## config.mk

```make
export PLATFORM = sky130hd
export DESIGN_NAME = n3_gtp_encap
export DESIGN_NICKNAME = d
export VERILOG_FILES = /design/src/rtl/n3_gtp_encap_pkg.sv /design/src/rtl/n3_gtp_encap_csum.sv /design/src/rtl/n3_gtp_encap.sv
export SDC_FILE = /design/constraint.sdc
export NUM_CORES = 1
export LEC_CHECK = 0
export ABC_AREA = 1
export CAP_MARGIN = 10
export CORE_ASPECT_RATIO = 1.5
export CORE_MARGIN = 5
export CORE_UTILIZATION = 45
export CTS_CLUSTER_DIAMETER = 30
export DETAILED_ROUTE_END_ITERATION = 7
export MAX_ROUTING_LAYER = met4
export PLACE_DENSITY = 0.68
export RECOVER_POWER = 25
export SYNTH_ARGS = -nofsm -noshare
export SYNTH_HDL_FRONTEND = slang
export SYNTH_HIERARCHICAL = 1
export SYNTH_SLANG_ARGS = --single-unit
export TNS_END_PERCENT = 20
```

## constraint.sdc

```tcl
create_clock -name clk -period 3.4 [get_ports clk]
set_input_delay 0.51 -clock clk [delete_from_list [all_inputs] [get_ports clk]]
set_output_delay 0.51 -clock clk [all_outputs]
set_load 0.1 [all_outputs]
```

## src/rtl/n3_gtp_encap_pkg.sv

```systemverilog
// Shared typedefs and constants for the N3 GTP-U downlink encapsulator.
package n3_gtp_encap_pkg;

    typedef enum logic [2:0] {
        ENC_IDLE    = 3'd0,
        ENC_CSUM    = 3'd1,
        ENC_HDR     = 3'd2,
        ENC_PAYLOAD = 3'd3,
        ENC_DRAIN   = 3'd4,
        ENC_DROP    = 3'd5
    } N3_ENC_STATES;

    localparam logic [15:0] GTPU_UDP_PORT    = 16'd2152;
    localparam logic [15:0] ETHERTYPE_IPV4   = 16'h0800;
    localparam logic [7:0]  GTP_FLAGS_E      = 8'h34;
    localparam logic [7:0]  GTP_MSG_TPDU     = 8'hFF;
    localparam logic [7:0]  GTP_EXT_PDU_SESS = 8'h85;
    localparam int          N3_ENC_HDR_BYTES = 58;

    // Fixed outer IPv4 fields and the length offsets of each outer layer
    // relative to the inner packet length L.
    localparam logic [15:0] IPV4_VER_IHL_TOS = 16'h4500;
    localparam logic [15:0] IPV4_FLAGS_DF    = 16'h4000;
    localparam logic [7:0]  IPV4_PROTO_UDP   = 8'd17;
    localparam logic [15:0] IPV4_LEN_OFS     = 16'd44;
    localparam logic [15:0] UDP_LEN_OFS      = 16'd24;
    localparam logic [15:0] GTP_LEN_OFS      = 16'd8;

endpackage

```

## src/rtl/n3_gtp_encap_csum.sv

```systemverilog
// Serial one's-complement IPv4 header checksum: one 16-bit word per cycle
// for ten cycles after start, result valid with done on the eleventh.
module ipv4_csum_serial (
    input  logic        clk,
    input  logic        rst,
    input  logic        start_i,
    input  logic [15:0] word_i,
    output logic [3:0]  word_idx_o,
    output logic        done_o,
    output logic [15:0] csum_o
);
    logic [3:0]  cnt_q;
    logic        busy_q;
    logic [19:0] acc_q;
    logic [19:0] fold1;
    logic [15:0] fold2;

    // Word counter and busy flag; cycle 10 is the fold/result cycle.
    always_ff @(posedge clk or posedge rst) begin
        if (rst) begin
            cnt_q  <= '0;
            busy_q <= 1'b0;
        end else if (start_i) begin
            cnt_q  <= '0;
            busy_q <= 1'b1;
        end else if (busy_q) begin
            cnt_q <= cnt_q + 4'd1;
            if (cnt_q == 4'd10) busy_q <= 1'b0;
        end
    end

    // 20-bit accumulator holds up to ten 16-bit words without losing carries.
    always_ff @(posedge clk) begin
        if (start_i)                        acc_q <= '0;
        else if (busy_q && cnt_q < 4'd10)   acc_q <= acc_q + {4'b0, word_i};
    end

    // Two carry folds always suffice for ten words, then invert.
    always_comb begin
        fold1  = {4'b0, acc_q[15:0]} + {16'b0, acc_q[19:16]};
        fold2  = fold1[15:0] + {12'b0, fold1[19:16]};
        csum_o = ~fold2;
    end

    assign word_idx_o = cnt_q;
    assign done_o     = busy_q && (cnt_q == 4'd10);

endmodule

```

## src/rtl/n3_gtp_encap.sv

```systemverilog
// Downlink GTP-U encapsulator: prepends Ethernet/IPv4/UDP/GTP-U + PDU Session
// Container header (58 bytes) to an inner IPv4 byte stream.
module n3_gtp_encap
    import n3_gtp_encap_pkg::*;
#(
    parameter logic [47:0] SRC_MAC = 48'h02_00_00_00_00_01,
    parameter logic [47:0] DST_MAC = 48'h02_00_00_00_00_02,
    parameter logic [31:0] SRC_IP  = 32'h0A00_0001,
    parameter logic [31:0] DST_IP  = 32'h0A00_0002,
    parameter logic [7:0]  TTL     = 8'd64,
    parameter logic [15:0] MAX_LEN = 16'd1500
) (
    input  logic        clk,
    input  logic        rst,
    input  logic        desc_valid,
    output logic        desc_ready,
    input  logic [15:0] desc_len,
    input  logic [31:0] desc_teid,
    input  logic [5:0]  desc_qfi,
    input  logic [7:0]  s_data,
    input  logic        s_valid,
    input  logic        s_last,
    output logic        s_ready,
    output logic [7:0]  m_data,
    output logic        m_valid,
    output logic        m_last,
    input  logic        m_ready,
    output logic        err_len,
    output logic [15:0] drop_cnt
);
    N3_ENC_STATES state_q, state_d;
    logic [5:0]   hdr_idx_q, hdr_idx_d;
    logic [15:0]  pay_cnt_q, pay_cnt_d, pay_next;
    logic [15:0]  ip_id_q, ip_id_d;
    logic [15:0]  drop_cnt_q, drop_cnt_d;
    logic         err_q, err_d;
    logic         desc_ready_q;
    logic [7:0]   m_data_q, m_data_d;
    logic [15:0]  len_q, csum_q;
    logic [31:0]  teid_q;
    logic [5:0]   qfi_q;
    logic         accept, csum_start, csum_done;
    logic [3:0]   csum_idx;
    logic [15:0]  csum_word, csum_val;

    function automatic logic [15:0] ip_word(input logic [3:0] idx, input logic [15:0] len,
                                            input logic [15:0] id);
        case (idx)
            4'd0:    return IPV4_VER_IHL_TOS;
            4'd1:    return len + IPV4_LEN_OFS;
            4'd2:    return id;
            4'd3:    return IPV4_FLAGS_DF;
            4'd4:    return {TTL, IPV4_PROTO_UDP};
            4'd6:    return SRC_IP[31:16];
            4'd7:    return SRC_IP[15:0];
            4'd8:    return DST_IP[31:16];
            4'd9:    return DST_IP[15:0];
            default: return 16'h0000;   // word 5 is the checksum itself
        endcase
    endfunction

    // Header serialized byte by byte in wire order.
    function automatic logic [7:0] hdr_byte(input logic [5:0] idx, input logic [15:0] len,
                                            input logic [15:0] id, input logic [15:0] csum,
                                            input logic [31:0] teid, input logic [5:0] qfi);
        logic [15:0] tot, udp, gtp;
        int k;
        k   = int'(idx);
        tot = len + IPV4_LEN_OFS;
        udp = len + UDP_LEN_OFS;
        gtp = len + GTP_LEN_OFS;
        if (k < 6)                  return 8'(DST_MAC >> (8 * (5 - k)));
        else if (k < 12)            return 8'(SRC_MAC >> (8 * (11 - k)));
        else if (k >= 26 && k < 30) return 8'(SRC_IP >> (8 * (29 - k)));
        else if (k >= 30 && k < 34) return 8'(DST_IP >> (8 * (33 - k)));
        else if (k >= 46 && k < 50) return 8'(teid >> (8 * (49 - k)));
        case (k)
            12:      return ETHERTYPE_IPV4[15:8];
            13:      return ETHERTYPE_IPV4[7:0];
            14:      return IPV4_VER_IHL_TOS[15:8];
            16:      return tot[15:8];
            17:      return tot[7:0];
            18:      return id[15:8];
            19:      return id[7:0];
            20:      return IPV4_FLAGS_DF[15:8];
            22:      return TTL;
            23:      return IPV4_PROTO_UDP;
            24:      return csum[15:8];
            25:      return csum[7:0];
            34, 36:  return GTPU_UDP_PORT[15:8];
            35, 37:  return GTPU_UDP_PORT[7:0];
            38:      return udp[15:8];
            39:      return udp[7:0];
            42:      return GTP_FLAGS_E;
            43:      return GTP_MSG_TPDU;
            44:      return gtp[15:8];
            45:      return gtp[7:0];
            53:      return GTP_EXT_PDU_SESS;
            54:      return 8'h01;
            56:      return {2'b00, qfi};
            default: return 8'h00;
        endcase
    endfunction

    assign accept    = (state_q == ENC_IDLE) && desc_valid && desc_ready_q;
    assign pay_next  = pay_cnt_q + 16'd1;
    assign csum_word = ip_word(csum_idx, len_q, ip_id_q);

    ipv4_csum_serial u_csum (
        .clk        (clk),
        .rst        (rst),
        .start_i    (csum_start),
        .word_i     (csum_word),
        .word_idx_o (csum_idx),
        .done_o     (csum_done),
        .csum_o     (csum_val)
    );

    // Next-state and counter update logic for the packet FSM.
    always_comb begin
        state_d    = state_q;
        hdr_idx_d  = hdr_idx_q;
        pay_cnt_d  = pay_cnt_q;
        ip_id_d    = ip_id_q;
        drop_cnt_d = drop_cnt_q;
        m_data_d   = m_data_q;
        err_d      = 1'b0;
        csum_start = 1'b0;
        case (state_q)
            ENC_IDLE: if (accept) begin
                hdr_idx_d = '0;
                pay_cnt_d = '0;
                if (desc_len >= 16'd20 && desc_len <= MAX_LEN) begin
                    state_d    = ENC_CSUM;
                    csum_start = 1'b1;
                end else begin
                    state_d = ENC_DROP;
                    err_d   = 1'b1;
                    if (drop_cnt_q != 16'hFFFF) drop_cnt_d = drop_cnt_q + 16'd1;
                end
            end
            ENC_CSUM: if (csum_done) begin
                state_d  = ENC_HDR;
                m_data_d = hdr_byte(6'd0, len_q, ip_id_q, csum_val, teid_q, qfi_q);
            end
            ENC_HDR: if (m_ready) begin
                if (hdr_idx_q == 6'(N3_ENC_HDR_BYTES - 1)) begin
                    state_d = ENC_PAYLOAD;
                end else begin
                    hdr_idx_d = hdr_idx_q + 6'd1;
                    m_data_d  = hdr_byte(hdr_idx_q + 6'd1, len_q, ip_id_q, csum_q, teid_q, qfi_q);
                end
            end
            ENC_PAYLOAD: if (s_valid && m_ready) begin
                if (s_last) begin
                    state_d = ENC_IDLE;
                    ip_id_d = ip_id_q + 16'd1;
                    err_d   = (pay_next != len_q);
                end else if (pay_next == len_q) begin
                    state_d = ENC_DRAIN;
                    err_d   = 1'b1;
                end else begin
                    pay_cnt_d = pay_next;
                end
            end
            ENC_DRAIN, ENC_DROP: if (s_valid && s_last) state_d = ENC_IDLE;
            default: state_d = ENC_IDLE;
        endcase
    end

    // Control state, counters and the registered header byte.
    always_ff @(posedge clk or posedge rst) begin
        if (rst) begin
            state_q      <= ENC_IDLE;
            hdr_idx_q    <= '0;
            pay_cnt_q    <= '0;
            ip_id_q      <= '0;
            drop_cnt_q   <= '0;
            err_q        <= 1'b0;
            desc_ready_q <= 1'b0;
            m_data_q     <= '0;
        end else begin
            state_q      <= state_d;
            hdr_idx_q    <= hdr_idx_d;
            pay_cnt_q    <= pay_cnt_d;
            ip_id_q      <= ip_id_d;
            drop_cnt_q   <= drop_cnt_d;
            err_q        <= err_d;
            desc_ready_q <= (state_d == ENC_IDLE);
            m_data_q     <= m_data_d;
        end
    end

    // Per-packet descriptor fields and the finished checksum.
    always_ff @(posedge clk) begin
        if (accept) begin
            len_q  <= desc_len;
            teid_q <= desc_teid;
            qfi_q  <= desc_qfi;
        end
        if (csum_done) csum_q <= csum_val;
    end

    // Output steering: registered header, combinational payload pass-through.
    always_comb begin
        m_valid = 1'b0;
        m_data  = m_data_q;
        m_last  = 1'b0;
        s_ready = 1'b0;
        case (state_q)
            ENC_HDR: m_valid = 1'b1;
            ENC_PAYLOAD: begin
                m_valid = s_valid;
                m_data  = s_data;
                s_ready = m_ready;
                m_last  = s_valid && (s_last || (pay_next == len_q));
            end
            ENC_DRAIN, ENC_DROP: s_ready = 1'b1;
            default: ;
        endcase
    end

    assign desc_ready = desc_ready_q;
    assign err_len    = err_q;
    assign drop_cnt   = drop_cnt_q;

endmodule

```

-- Yosys cells after proc, flatten, opt, wreduce, memory -nomap -nowiden
Cells that the tools add are included.
- add/sub/neg operators: 16
- $lt $le $gt $ge: 11
- equal/unequal tests: 49
- shifts and indexed selects: 5
- multiplexer cells: 60
- bitwise gates (word level): 2
- reductions and logical operators: 29
- operator list (cell ; count):
    $pmux W8 S20 ; 1
    $pmux W16 S8 ; 1
    $eq A6 B6 Y1 const B ; 14
    $shr A42 B32 Y8 const A ; 2
    $mux W8 ; 10
    $mux W16 ; 4
    $shr A28 B32 Y8 const A ; 2
    $eq A6 B5 Y1 const B ; 9
    $add A16 B1 Y16 const B ; 3
    $pmux W16 S2 ; 1
    $shr A32 B32 Y8 ; 1
    $mux W3 ; 9
    $mux W1 ; 22
    $add A20 B16 Y20 ; 1
    $mux W6 ; 3
    $add A16 B4 Y17 ; 1
    $add A16 B4 Y16 ; 1
    $add A16 B4 Y16 const B ; 1
    $add A16 B5 Y16 const B ; 1
    $add A16 B6 Y16 const B ; 1
    $eq A16 B16 Y1 ; 1
    $ge A16 B5 Y1 const B ; 1
    $le A16 B11 Y1 const B ; 1
    $ne A16 B16 Y1 ; 1
    other kinds (41) ; 80
- register bits after elaboration: 162
- input bits: 68
- output and inout port bits: 29

-- Depth between registers and ports, before layout
- word-level depth: 15
- gate-level depth with buffers: 21
- depth with buffers taken out: 20

-- Modules after synthesis
Netlist, hierarchy kept.
- by module, submodules not included (module ; times used ; cells an instance ; area an instance (µm²) ; sequential area each (µm²)):
    n3_gtp_encap ; 1 ; 1249 ; 9325.2 ; 3778.6
    ipv4_csum_serial ; 1 ; 487 ; 2907.8 ; 525.5

-- Worst setup path after synthesis
OpenSTA, ideal clock, no wires.
- path kind: reg2out
- from: register pay_cnt_q[0]
- to: output port m_last
- arrival: 3.917 ns
- data required time: 2.890 ns
- slack: -1.027 ns
- stages on the path, launching flop included: 14
- cell sequence: dfrtp_1 ha_1 nand2_2 nor2_4 nand2_1 nand2_2 xor2_2 nand3_1 nor2_1 nand3_1 nor2_1 nand3_1 ha_1 nor3_1
- cells in the longest elaborated chain, start to end: 5
- ends and longest elaborated chain (what ; RTL line ; source):
    start: declaration ; n3_gtp_encap.sv:33 ; logic [15:0] pay_cnt_q, pay_cnt_d, pay_next;
    start signal: assignment ; n3_gtp_encap.sv:185 ; pay_cnt_q <= pay_cnt_d;
    $add A16 B1 Y16 ; n3_gtp_encap.sv:106 ; assign pay_next = pay_cnt_q + 16'd1;
    $eq A16 B16 Y1 ; n3_gtp_encap.sv:216 ; m_last = s_valid && (s_last || (pay_next == len_q));
    $logic_or A1 B1 Y1 ; n3_gtp_encap.sv:216 ;
    $logic_and A1 B1 Y1 ; n3_gtp_encap.sv:216 ;
    $mux W1 ; n3_gtp_encap.sv:210 ; case (state_q)
    end: declaration ; n3_gtp_encap.sv:26 ; output logic m_last,
No other way between the ends.

-- Final worst setup path
- from: register pay_cnt_q[1]
- to: output port m_last
The elaborated chain is that of the path after synthesis.

==> results_dict.tcl <==
set metrics [dict create \
    status "finished, violations left" \
    violations "capacitance limit, slew limit" \
    fillers 2639 \
    cp-end-kind "primary output" \
    final_cell_mix "nand2_1 (476), nor2_1 (196), inv_1 (195)" \
    pin_count 97 \
    start_kind "register" \
    grt_max_degree 68 \
    cts_buffers 17 \
    post-route-period-util_pct 98.4 \
    ys_types 59 \
    arrival_ns 2.84 \
    min_period_ns 3.35 \
    seqCellArea_um2 4310 \
    core-area_um2 27000 \
    dieArea_um2 30600 \
    worstMarginPinSlew_ns 1.78 \
    vias 12174 \
    synth_ff_type "dfrtp_1" \
    nNetsFinal 1996 \
    layout_commonest_cell "nand2_1" \
    slew_headroom_pct -18.7 \
    max_cap_viol_count 1 \
    grt_usage_pct 27.2 \
    antenna_found_initial 0 \
    drc_errors 0 \
    total_power_mw 9.46 \
    grt_pass1_wl_um 62200 \
    first_global_vias 11928 \
    fp-row-count 74 \
    cpMaxStageDelayCell "dfrtp_1" \
    holdWs_ns 0.477 \
    multi_input_area_um2 7090 \
    rsz0062_at_grt "yes" \
    hold_violations 0 \
    dieWidth_um 145 \
    cts_hold_buf 0 \
    fin_area_um2 14600 \
    slowest_delay_ns 0.41 \
    synth_area_per_cell_um2 7.05 \
    synth-edff-count 70 \
    r2r_end "csum_q[10]" \
    dieHeight_um 212 \
    layout-drive-gt1-share_pct 11.1 \
    crit_path_frequent_cell "nand3_1" \
    clk_latency_ns 0.46 \
    clockRootBuffer "clkbuf_16" \
    path_max_fanout 5 \
    first_iter_violations 817 \
    start_util_pct 45.2 \
    ys_async_sr_fraction_pct 44.4 \
    worstSetupPathType "reg2out" \
    crit_required_ns 2.89 \
    instances_no_fill 2234 \
    portBuffers 96 \
    crit_path_cell_trace "ha_4, nand2_2, nor2_4, buf_4, nand2_1, nand2_1, nand3_1, a21oi_1, nand3_1, nor2_2, nand3_1, ha_2, nor3_4, buf_12" \
    vias_per_cell 5.45 \
    worstRegToRegCells 16 \
    reg2reg_slack_ns 0.21 \
    place.detailed.hpwl_um 31800 \
    fmax_mhz 299 \
    drt-wirelength-per-cell_um 17.9 \
    syn_to_final_growth_pct 19.0 \
    dr.pass1.iters 8 \
    cts.clk_slew.worst_paths_ns 0.06 \
    gp_congestion 1.02 \
    wirelength_um 40100 \
    diodes 0 \
    cts_tree "built" \
    synth_fp_nets 1853 \
    grt.overflow.total 0 \
    reg2reg_from "u_csum/acc_q[16]" \
    ys_seq_elements 162 \
    h-tree-depth 4 \
    ys_seq_area_share_pct 35.2 \
    ir_drop_uv 584 \
    cts_max_path_buffers 2 \
    worst_slack_ns 0.0549 \
    synth.cell_area_um2 12200 \
    slew_viol_final 68 \
    pwr_density_cell_nw_per_um2 650 \
    synthCells 1736 \
    ant_nets 0 \
    worst_clock_skew_ns 0.0105 \
    ys_warn_count 6 \
    dpl_cell_area_um2 13800 \
    finalSetupViolations 0 \
    clkSinkCount 162 \
    place_inst 2185 \
    hold_class "in2async" \
    place_worst_setup_slack_ns 0.120 \
    power.leakage_nw 6.65 \
]
[stage by stage]
step / utilization [%] / TNS (ns)
floorplan: - / -0.724
global placement: 51.1 / 0
detailed placement: 51.1 / 0
CTS: 53.5 / 0
global route: 53.9 / -0.134
finish: 53.9 / 0
[worst max-delay path by stage]
stage / startpoint / to / slack, ns / depth (start not counted)
2_1_floorplan: state_q[2] / m_valid / -0.54 / 6
3_5_place_dp: u_csum/acc_q[16] / csum_q[10] / 0.12 / 16
4_1_cts: pay_cnt_q[1] / m_last / 0.008 / 14
3_3_place_gp: u_csum/acc_q[16] / csum_q[14] / 0.20 / 17
6_report: pay_cnt_q[1] / m_last / 0.05 / 14
5_1_grt: pay_cnt_q[1] / m_last / -0.13 / 15
[layout make-up]
class	count	share of cell area [%]
clock buffers	18	3.02
clock inverters	14	0.713
inverters	206	5.31
flip-flops and latches	162	29.6
multi-input cells	1335	48.7
repair buffers	157	9.79
well taps	342	2.94
[timing repair]
item / 4_1_cts / 5_1_grt
pin swaps: 8 / 7
gates cloned: 0 / 0
buffers inserted: 13 / 4
endpoints found under the setup margin: 1 / 14
resized for setup: 5 / 16
[worst max-delay path, delay by kind of cell (launching register included)]
family | cells | cell delay [ns]
AOI/OAI and AO/OA | 1 | 0.16
DFF | 1 | 0.41
and+or+nand+nor | 9 | 1.08
adders and majority gates | 2 | 0.38
buffers and inverters | 2 | 0.34
[cell usage after synthesis (18+ instances only)]
cell type,instances,area (um2)
a21oi_1,61,305
clkbuf_1,18,67.6
dfrtp_1,72,1800
dfxtp_1,20,400
edfxtp_1,70,2100
ha_1,47,588
inv_1,198,743
nand2_1,478,1790
nand2_2,30,188
nand3_1,157,786
nand4_1,42,263
nor2_1,198,743
nor3_1,36,180
o21ai_0,84,420
xor2_1,60,526
[logic make-up after synthesis]
| family | Yosys count | synth area share [%] |
|---|---|---|
| fa+ha+maj | 49 | 5.13 |
| buf+inv | 239 | 7.63 |
| xor+xnor | 77 | 5.57 |
| flops | 162 | 35.2 |
| compound gates | 201 | 9.33 |
| simple gates | 1008 | 37.1 |
[flip-flops by register name, indices dropped and copies added, names as in the netlist]
name and cells:
hdr_idx_q 6, pay_cnt_q 16, u_csum/busy_q 1, drop_cnt 16, qfi_q 6, err_len 1, ip_id_q 16, u_csum/acc_q 20
m_data_q 8, u_csum/word_idx_o 4, csum_q 16, desc_ready 1, state_q 3, teid_q 32, len_q 16
[report_power, final]
group	internal, mW	leakage [nW]	switching (mW)
logic	1.51	4.66	3.34
clock network	0.958	0.257	0.848
registers	2.47	1.73	0.335
total	4.94	6.65	4.53
[metal layers]
metal  track usage, %  vias to the layer above  share of wire [%]
li1                 -                     5995                  -
met1             28.4                     5682                 36
met2             47.6                      360                 52
met3             3.73                      137                4.6
met4             16.6                        0                6.8
met5                -                        -                  0
(Power assumes the default switching activity.)
